[src/rtl/uart_pkg.sv]
// ---------------------------------------------------------------------------
// uart_pkg
// Shared UART definitions for the receive deframer and the transmit framer.
//   - Frame format encodings carried on cfg_i.
//   - Receive FSM state encoding.
//   - DIV_MIN: smallest usable clocks-per-bit value.
// ---------------------------------------------------------------------------
package uart_pkg;

  // Frame formats: 8 data bits, then optional parity, then 1 or 2 stop bits.
  localparam logic [1:0] UART_8N1 = 2'b00;
  localparam logic [1:0] UART_8N2 = 2'b01;
  localparam logic [1:0] UART_8E1 = 2'b10;
  localparam logic [1:0] UART_8O1 = 2'b11;

  // Below four clocks per bit the mid-bit sample point collapses onto the
  // bit edges, so smaller dividers are raised to this value.
  localparam int DIV_MIN = 4;

  typedef enum logic [2:0] {
    IDLE   = 3'd0,
    START  = 3'd1,
    DATA   = 3'd2,
    PARITY = 3'd3,
    STOP1  = 3'd4,
    STOP2  = 3'd5,
    DONE   = 3'd6
  } uart_state_e;

endpackage

[src/rtl/uart_rx_deframer_if.sv]
// ---------------------------------------------------------------------------
// uart_rx_deframer_if
// Byte stream from the deframer to its consumer (udm).
//   data_o  : received byte
//   valid_o : data_o holds an unconsumed byte
//   ready_i : consumer accepts
// Handshake: a byte transfers on every clock edge where valid_o && ready_i.
// Once raised, valid_o and data_o hold steady until that transfer happens;
// valid_o never depends combinationally on ready_i.
// master = producer (deframer), slave = consumer.
// ---------------------------------------------------------------------------
interface uart_rx_deframer_if;
  logic [7:0] data_o;
  logic       valid_o;
  logic       ready_i;

  modport master (output data_o, output valid_o, input ready_i);
  modport slave  (input data_o, input valid_o, output ready_i);
endinterface

[src/rtl/sync_ff.sv]
// ---------------------------------------------------------------------------
// sync_ff
// Multi-flop synchroniser for a single asynchronous input. The flops reset
// to 1 so that an idle UART line reads as idle straight out of reset.
//   clk_i   : destination clock
//   rst_n_i : asynchronous active-low reset
//   d_i     : asynchronous input
//   q_o     : synchronised output (STAGES cycles of latency)
// ---------------------------------------------------------------------------
module sync_ff #(
  parameter int STAGES = 2
) (
  input  logic clk_i,
  input  logic rst_n_i,
  input  logic d_i,
  output logic q_o
);

  logic [STAGES-1:0] sync_q;
  logic [STAGES-1:0] sync_d;

  always_comb begin
    sync_d = {sync_q[STAGES-2:0], d_i};
  end

  always_ff @(posedge clk_i or negedge rst_n_i) begin
    if (!rst_n_i) sync_q <= '1;
    else          sync_q <= sync_d;
  end

  assign q_o = sync_q[STAGES-1];

endmodule

[src/rtl/uart_rx_deframer.sv]
// ---------------------------------------------------------------------------
// uart_rx_deframer
// UART receive front end: synchronises rx_i, validates the start bit,
// samples each bit at its midpoint, checks parity/stop bits and hands bytes
// to the consumer through a single-entry holding register.
//   clk_i, rst_n_i : clock, asynchronous active-low reset
//   rx_i           : raw UART line (idle high)
//   divider_i      : clocks per bit, latched at start-bit detection
//   cfg_i          : frame format (uart_pkg UART_*), latched at start-bit
//   rx_if          : byte stream (data_o / valid_o / ready_i)
//   frame_err_o    : one-cycle pulse, a stop bit was sampled low
//   parity_err_o   : one-cycle pulse, parity mismatch
//   overrun_o      : one-cycle pulse, new byte dropped (holding reg full)
//   busy_o         : FSM is not in IDLE
//   state_o        : current FSM state (debug)
// ---------------------------------------------------------------------------
module uart_rx_deframer
  import uart_pkg::*;
#(
  parameter int DIV_WIDTH   = 32,
  parameter int SYNC_STAGES = 2
) (
  input  logic                 clk_i,
  input  logic                 rst_n_i,
  input  logic                 rx_i,
  input  logic [DIV_WIDTH-1:0] divider_i,
  input  logic [1:0]           cfg_i,
  uart_rx_deframer_if.master   rx_if,
  output logic                 frame_err_o,
  output logic                 parity_err_o,
  output logic                 overrun_o,
  output logic                 busy_o,
  output uart_state_e          state_o
);

  logic rx_s;

  sync_ff #(.STAGES(SYNC_STAGES)) u_sync (
    .clk_i   (clk_i),
    .rst_n_i (rst_n_i),
    .d_i     (rx_i),
    .q_o     (rx_s)
  );

  uart_state_e          state_q, state_d;
  logic [DIV_WIDTH-1:0] cnt_q, cnt_d;
  logic [DIV_WIDTH-1:0] div_q, div_d;
  logic [1:0]           cfg_q, cfg_d;
  logic [2:0]           bidx_q, bidx_d;
  logic [7:0]           shreg_q, shreg_d;
  logic                 rx_prev_q, rx_prev_d;
  logic                 ferr_q, ferr_d;     // stop-bit error recorded this frame
  logic                 perr_q, perr_d;     // parity error recorded this frame
  logic [7:0]           data_q, data_d;
  logic                 valid_q, valid_d;
  logic                 frame_err_q, frame_err_d;
  logic                 parity_err_q, parity_err_d;
  logic                 overrun_q, overrun_d;

  logic [DIV_WIDTH-1:0] eff_div;
  logic                 exp_parity;

  assign eff_div    = (divider_i < DIV_WIDTH'(DIV_MIN)) ? DIV_WIDTH'(DIV_MIN) : divider_i;
  assign exp_parity = (cfg_q == UART_8O1) ? ~^shreg_q : ^shreg_q;

  always_comb begin
    state_d      = state_q;
    cnt_d        = cnt_q;
    div_d        = div_q;
    cfg_d        = cfg_q;
    bidx_d       = bidx_q;
    shreg_d      = shreg_q;
    rx_prev_d    = rx_s;
    ferr_d       = ferr_q;
    perr_d       = perr_q;
    data_d       = data_q;
    valid_d      = valid_q;
    frame_err_d  = 1'b0;
    parity_err_d = 1'b0;
    overrun_d    = 1'b0;

    if (valid_q && rx_if.ready_i) valid_d = 1'b0;

    case (state_q)
      IDLE: begin
        // Only a 1->0 edge starts a frame, so a held-low line (break)
        // cannot retrigger after its frame completes.
        if (rx_prev_q && !rx_s) begin
          div_d   = eff_div;
          cfg_d   = cfg_i;
          cnt_d   = eff_div >> 1;
          ferr_d  = 1'b0;
          perr_d  = 1'b0;
          state_d = START;
        end
      end
      START: begin
        if (cnt_q == '0) begin
          if (rx_s) begin
            state_d = IDLE;           // glitch, not a real start bit
          end else begin
            cnt_d   = div_q - DIV_WIDTH'(1);
            bidx_d  = 3'd0;
            state_d = DATA;
          end
        end else begin
          cnt_d = cnt_q - DIV_WIDTH'(1);
        end
      end
      DATA: begin
        if (cnt_q == '0) begin
          shreg_d = {rx_s, shreg_q[7:1]};
          cnt_d   = div_q - DIV_WIDTH'(1);
          bidx_d  = bidx_q + 3'd1;
          if (bidx_q == 3'd7) state_d = cfg_q[1] ? PARITY : STOP1;
        end else begin
          cnt_d = cnt_q - DIV_WIDTH'(1);
        end
      end
      PARITY: begin
        if (cnt_q == '0) begin
          perr_d  = (rx_s != exp_parity);
          cnt_d   = div_q - DIV_WIDTH'(1);
          state_d = STOP1;
        end else begin
          cnt_d = cnt_q - DIV_WIDTH'(1);
        end
      end
      STOP1: begin
        // Leaving at mid-stop-bit re-arms IDLE half a bit early.
        if (cnt_q == '0) begin
          ferr_d = !rx_s;
          if (cfg_q == UART_8N2) begin
            cnt_d   = div_q - DIV_WIDTH'(1);
            state_d = STOP2;
          end else begin
            state_d = DONE;
          end
        end else begin
          cnt_d = cnt_q - DIV_WIDTH'(1);
        end
      end
      STOP2: begin
        if (cnt_q == '0) begin
          if (!rx_s) ferr_d = 1'b1;
          state_d = DONE;
        end else begin
          cnt_d = cnt_q - DIV_WIDTH'(1);
        end
      end
      DONE: begin
        // A byte accepted this very cycle frees the holding register, so
        // only a held, unaccepted byte causes the new one to be dropped.
        if (valid_q && !rx_if.ready_i) begin
          overrun_d = 1'b1;
        end else begin
          data_d  = shreg_q;
          valid_d = 1'b1;
        end
        frame_err_d  = ferr_q;
        parity_err_d = perr_q;
        state_d      = IDLE;
      end
      default: state_d = IDLE;
    endcase
  end

  always_ff @(posedge clk_i or negedge rst_n_i) begin
    if (!rst_n_i) begin
      state_q      <= IDLE;
      cnt_q        <= '0;
      div_q        <= '0;
      cfg_q        <= UART_8N1;
      bidx_q       <= 3'd0;
      shreg_q      <= 8'h00;
      rx_prev_q    <= 1'b1;
      ferr_q       <= 1'b0;
      perr_q       <= 1'b0;
      data_q       <= 8'h00;
      valid_q      <= 1'b0;
      frame_err_q  <= 1'b0;
      parity_err_q <= 1'b0;
      overrun_q    <= 1'b0;
    end else begin
      state_q      <= state_d;
      cnt_q        <= cnt_d;
      div_q        <= div_d;
      cfg_q        <= cfg_d;
      bidx_q       <= bidx_d;
      shreg_q      <= shreg_d;
      rx_prev_q    <= rx_prev_d;
      ferr_q       <= ferr_d;
      perr_q       <= perr_d;
      data_q       <= data_d;
      valid_q      <= valid_d;
      frame_err_q  <= frame_err_d;
      parity_err_q <= parity_err_d;
      overrun_q    <= overrun_d;
    end
  end

  assign rx_if.data_o  = data_q;
  assign rx_if.valid_o = valid_q;
  assign frame_err_o   = frame_err_q;
  assign parity_err_o  = parity_err_q;
  assign overrun_o     = overrun_q;
  assign busy_o        = (state_q != IDLE);
  assign state_o       = state_q;

endmodule

[src/flat_wrapper.sv]
// flat-port wrapper written by rule: the top's interface ports become plain ports
module uart_rx_deframer_flat import uart_pkg::*;
#(
  parameter int DIV_WIDTH   = 32,
  parameter int SYNC_STAGES = 2
)
  (clk_i, rst_n_i, rx_i, divider_i, cfg_i, frame_err_o, parity_err_o, overrun_o, busy_o, state_o, rx_if_data_o, rx_if_valid_o, rx_if_ready_i);
  uart_rx_deframer_if rx_if_i ();
  input  logic clk_i;
  input  logic rst_n_i;
  input  logic rx_i;
  input  logic [DIV_WIDTH-1:0] divider_i;
  input  logic [1:0] cfg_i;
  output logic frame_err_o;
  output logic parity_err_o;
  output logic overrun_o;
  output logic busy_o;
  output uart_state_e state_o;
  output wire logic [$bits(rx_if_i.data_o)-1:0] rx_if_data_o;
  output wire logic [$bits(rx_if_i.valid_o)-1:0] rx_if_valid_o;
  input wire logic [$bits(rx_if_i.ready_i)-1:0] rx_if_ready_i;
  assign rx_if_data_o = rx_if_i.data_o;
  assign rx_if_valid_o = rx_if_i.valid_o;
  assign rx_if_i.ready_i = rx_if_ready_i;
  uart_rx_deframer #(.DIV_WIDTH(DIV_WIDTH), .SYNC_STAGES(SYNC_STAGES)) u_core (.clk_i(clk_i), .rst_n_i(rst_n_i), .rx_i(rx_i), .divider_i(divider_i), .cfg_i(cfg_i), .rx_if(rx_if_i), .frame_err_o(frame_err_o), .parity_err_o(parity_err_o), .overrun_o(overrun_o), .busy_o(busy_o), .state_o(state_o));
endmodule
[config.mk]
export PLATFORM = sky130hd
export DESIGN_NAME = uart_rx_deframer_flat
export DESIGN_NICKNAME = d
export VERILOG_FILES = /design/src/rtl/uart_pkg.sv /design/src/rtl/uart_rx_deframer_if.sv /design/src/rtl/sync_ff.sv /design/src/rtl/uart_rx_deframer.sv /design/src/flat_wrapper.sv
export SDC_FILE = /design/constraint.sdc
export NUM_CORES = 1
export LEC_CHECK = 0
export BUFFER_PORTS_ARGS = -buffer_cell sky130_fd_sc_hd__buf_2
export CAP_MARGIN = 20
export CORE_UTILIZATION = 59
export CTS_CLUSTER_DIAMETER = 80
export DETAILED_ROUTE_END_ITERATION = 8
export PLACE_DENSITY = 0.79
export SYNTH_ARGS = -nofsm -noshare
export SYNTH_HDL_FRONTEND = slang
export SYNTH_HIERARCHICAL = 1
export SYNTH_SLANG_ARGS = --single-unit
[constraint.sdc]
create_clock -name clk_i -period 5.32 [get_ports clk_i]
set_input_delay 0.798 -clock clk_i [delete_from_list [all_inputs] [get_ports clk_i]]
set_output_delay 0.798 -clock clk_i [all_outputs]
set_load 0.05 [all_outputs]
==> results_dict.tcl <==
set metrics [dict create \
    critPathMaxFanout 18 \
    wl_per_cell_um 20.4 \
    worstMarginPinSlew_ns 0.951 \
    p_per_area_nw_per_um2 562 \
    drc 0 \
    postSynthRegisterBits 97 \
    hold_path.class "primary input to asynchronous set/reset pin" \
    yosys.area.top_type "dfrtp_1" \
    syn_avg_cell_area_um2 8.60 \
    finalCritPeriodShare_pct 61.3 \
    finalNetCount 770 \
    holdBufCountCts 0 \
    rsz0062_at_grt "no" \
    cts.clk_slew.worst_paths_ns 0.10 \
    drt-vias-per-instance 6.66 \
    rr_worst_depth 6 \
    drt_iter0_markers 512 \
    die_area_um2 10500 \
    status "finished clean" \
    cp-end-kind "flip-flop" \
    crit_slowest_cell "or3_1" \
    yosysWarnings 6 \
    layout-drive-gt1-share_pct 15.7 \
    crit_path_max_incr_delay_ns 0.72 \
    fp-row-count 36 \
    maxSlewHeadroom_pct 36.6 \
    dr.pass1.iters 6 \
    n_antenna_cell 0 \
    first_global_vias 5514 \
    critPathLaunchType "flip-flop" \
    netlist-cell-type-count 69 \
    root_buffer "clkbuf_8" \
    netlist_area_um2 5970 \
    fin_util_pct 66.5 \
    ios 54 \
    crit_chain "nor4_1 -> nand4_1 -> or3_1 -> o31ai_1 -> o21ai_0 -> a221o_1" \
    die_w_um 103 \
    syn_nets 736 \
    track_usage_pct 35.9 \
    gp_congestion 0.957 \
    ys.flop_type "dfrtp_1" \
    yosysSeqAreaShare_pct 40.7 \
    synthArstFlopShare_pct 100 \
    antenna_found_initial 0 \
    grt_start_max_net_pins 73 \
    grt_pass1_wl_um 28200 \
    synth_edf_count 0 \
    yosys.area.top_type_share_pct 39.4 \
    wirelength_um 17600 \
    synthTopCellsByArea "dfrtp_1, nand2_1, xnor2_1" \
    die_h_um 103 \
    htree_levels 3 \
    finalCriticalPeriod_ns 3.26 \
    worstSetupPathType "flip-flop to flip-flop" \
    slew_violations 0 \
    hold_viol_final 0 \
    cp.required_ns 5.60 \
    clkSinkCount 97 \
    areaGrowthSynthToFinish_pct 8.86 \
    grt_overflow 0 \
    finalClockSkew_ns 0.0158 \
    setup_viol_count_final 0 \
    leakagePower_nw 2.83 \
    postCtsSetupBuffers 0 \
    cts.path.max_buffers 2 \
    maxCapViolCount 0 \
    drt.antenna.violating_nets 0 \
    arrival_ns 3.54 \
    whs_ns 0.303 \
    clk-insertion-delay-late_ns 0.40 \
    core-area_um2 9770 \
    synthCells 694 \
    portBuffers 53 \
    setup_tns_ns 0 \
    peakVddDrop_mv 0.493 \
    cts_tree "built" \
    cts_buffers 9 \
    floorplan.initialDensity_pct 61.1 \
    dpl.hpwl_um 12500 \
    fmax_mhz 306 \
    cts_resized 0 \
    vias 5770 \
]
[cells by family after synthesis]
family	synth area share (%)
AOI/OAI and AO/OA	17.4
xor gates and xnor gates	6.16
adders and majority gates	0.838
buffers and inverters	3.33
DFF	40.7
muxes	4.09
and+or+nand+nor	27.5
[stage by stage]
step	total power, mW	std cells	instance area (µm²)	worst slack [ns]
2_1_floorplan	2.64	694	5970	2.67
3_3_place_gp	3.05	849	6300	2.12
3_5_place_dp	3.12	849	6300	1.96
4_1_cts	3.61	865	6490	1.89
5_1_grt	3.90	866	6500	1.85
6_report	3.65	866	6500	2.06
[placed cells by master, fill, tap and decap left out, types with 4 or more instances in the layout]
cell type	count
nand2_1	127
dfrtp_1	94
buf_2	52
nor2_1	51
o21ai_0	37
nor3_1	31
nor4_1	27
xnor2_1	24
a21oi_1	19
mux2_2	18
xor2_1	18
or3_1	14
o211ai_1	14
or4_1	13
nand3_1	13
inv_1	11
clkbuf_8	10
a31oi_1	10
nand4_1	9
a22oi_1	8
buf_4	7
nand2b_1	7
and2_1	6
nor2b_1	5
o22ai_1	5
a211oi_1	5
o2111ai_1	5
o31ai_1	5
o221ai_1	5
a32oi_1	5
a21o_1	4
a22o_1	4
or2_2	4
ha_1	4
[registers in the layout, indices dropped and copies added, names as in the netlist]
name	count
u_core/parity_err_o	1
u_core/state_o	3
u_core/div_q	32
u_core/cfg_q	2
u_core/u_sync/sync_q	2
u_core/overrun_o	1
u_core/rx_prev_q	1
u_core/rx_if.valid_o	1
u_core/bidx_q	3
u_core/perr_q	1
u_core/ferr_q	1
u_core/shreg_q	8
u_core/rx_if.data_o	8
u_core/cnt_q	32
u_core/frame_err_o	1
[cell type report]
class                   count  area (µm²)
clock buffers              11         141
clock inverters             5        46.3
fillers                   854        3270
inverters                  11        41.3
multi-input cells         549        3350
flip-flops and latches     97        2430
well taps                 133         166
repair buffers             60         324
[final timing paths]
| check | slack, ns | from | endpoint |
|---|---|---|---|
| max in group asynchronous | 3.79 | rst_n_i | u_core/shreg_q[3]$_DFFE_PN0P_ |
| worst max register to register | 2.06 | u_core/cnt_q[6]$_DFFE_PN0P_ | u_core/cnt_q[12]$_DFFE_PN0P_ |
| worst min register to register | 0.36 | u_core/u_sync/sync_q[0]$_DFF_PN1_ | u_core/u_sync/sync_q[1]$_DFF_PN1_ |
| worst max-delay path | 2.06 | u_core/cnt_q[6]$_DFFE_PN0P_ | u_core/cnt_q[12]$_DFFE_PN0P_ |
| worst min-delay path | 0.30 | rst_n_i | u_core/cnt_q[30]$_DFFE_PN0P_ |
| min in group clk_i | 0.36 | u_core/u_sync/sync_q[0]$_DFF_PN1_ | u_core/u_sync/sync_q[1]$_DFF_PN1_ |
[metal layers]
metal  up-vias  global-route usage (%)  routed length, µm  share of wire [%]
met5         -                       0                  0                  0
met4         0                    22.9                903                5.1
met3        69                    8.41               1460                8.3
met2       336                    55.8               8220                 47
met1      2760                    45.1               7050                 40
li1       2605                       -                  -                  -
[Yosys cell counts, drive strengths merged, types with 4 or more instances]
cell     instances
xnor2           24
o221ai           5
nand4            9
dfrtp           94
inv             11
or4             15
mux2            19
o2111ai          5
nand2          127
nor4            28
nor3            33
o21ai           39
xor2            18
a22oi            8
or3             15
and2             6
nand2b           8
ha               4
or2              5
nor2            51
a22o             4
a21o             4
a32oi            5
buf              9
nor2b            5
nand3           14
o211ai          14
o22ai            5
a31oi           10
o31ai            5
a211oi           5
a21oi           20
clkbuf          28
[power by group]
part | internal [mW] | switching (mW) | leakage, nW
clock | 0.192 | 0.287 | 0.0964
sequential | 0.993 | 0.376 | 1.24
combinational | 0.677 | 1.13 | 1.50
[worst max-delay path: cells and delay by family, from the launching register on]
kind	cells	cell delay, ns
flops	1	0.47
compound gates	3	0.94
simple gates	3	1.75
Power figures use the tool's default switching activity.
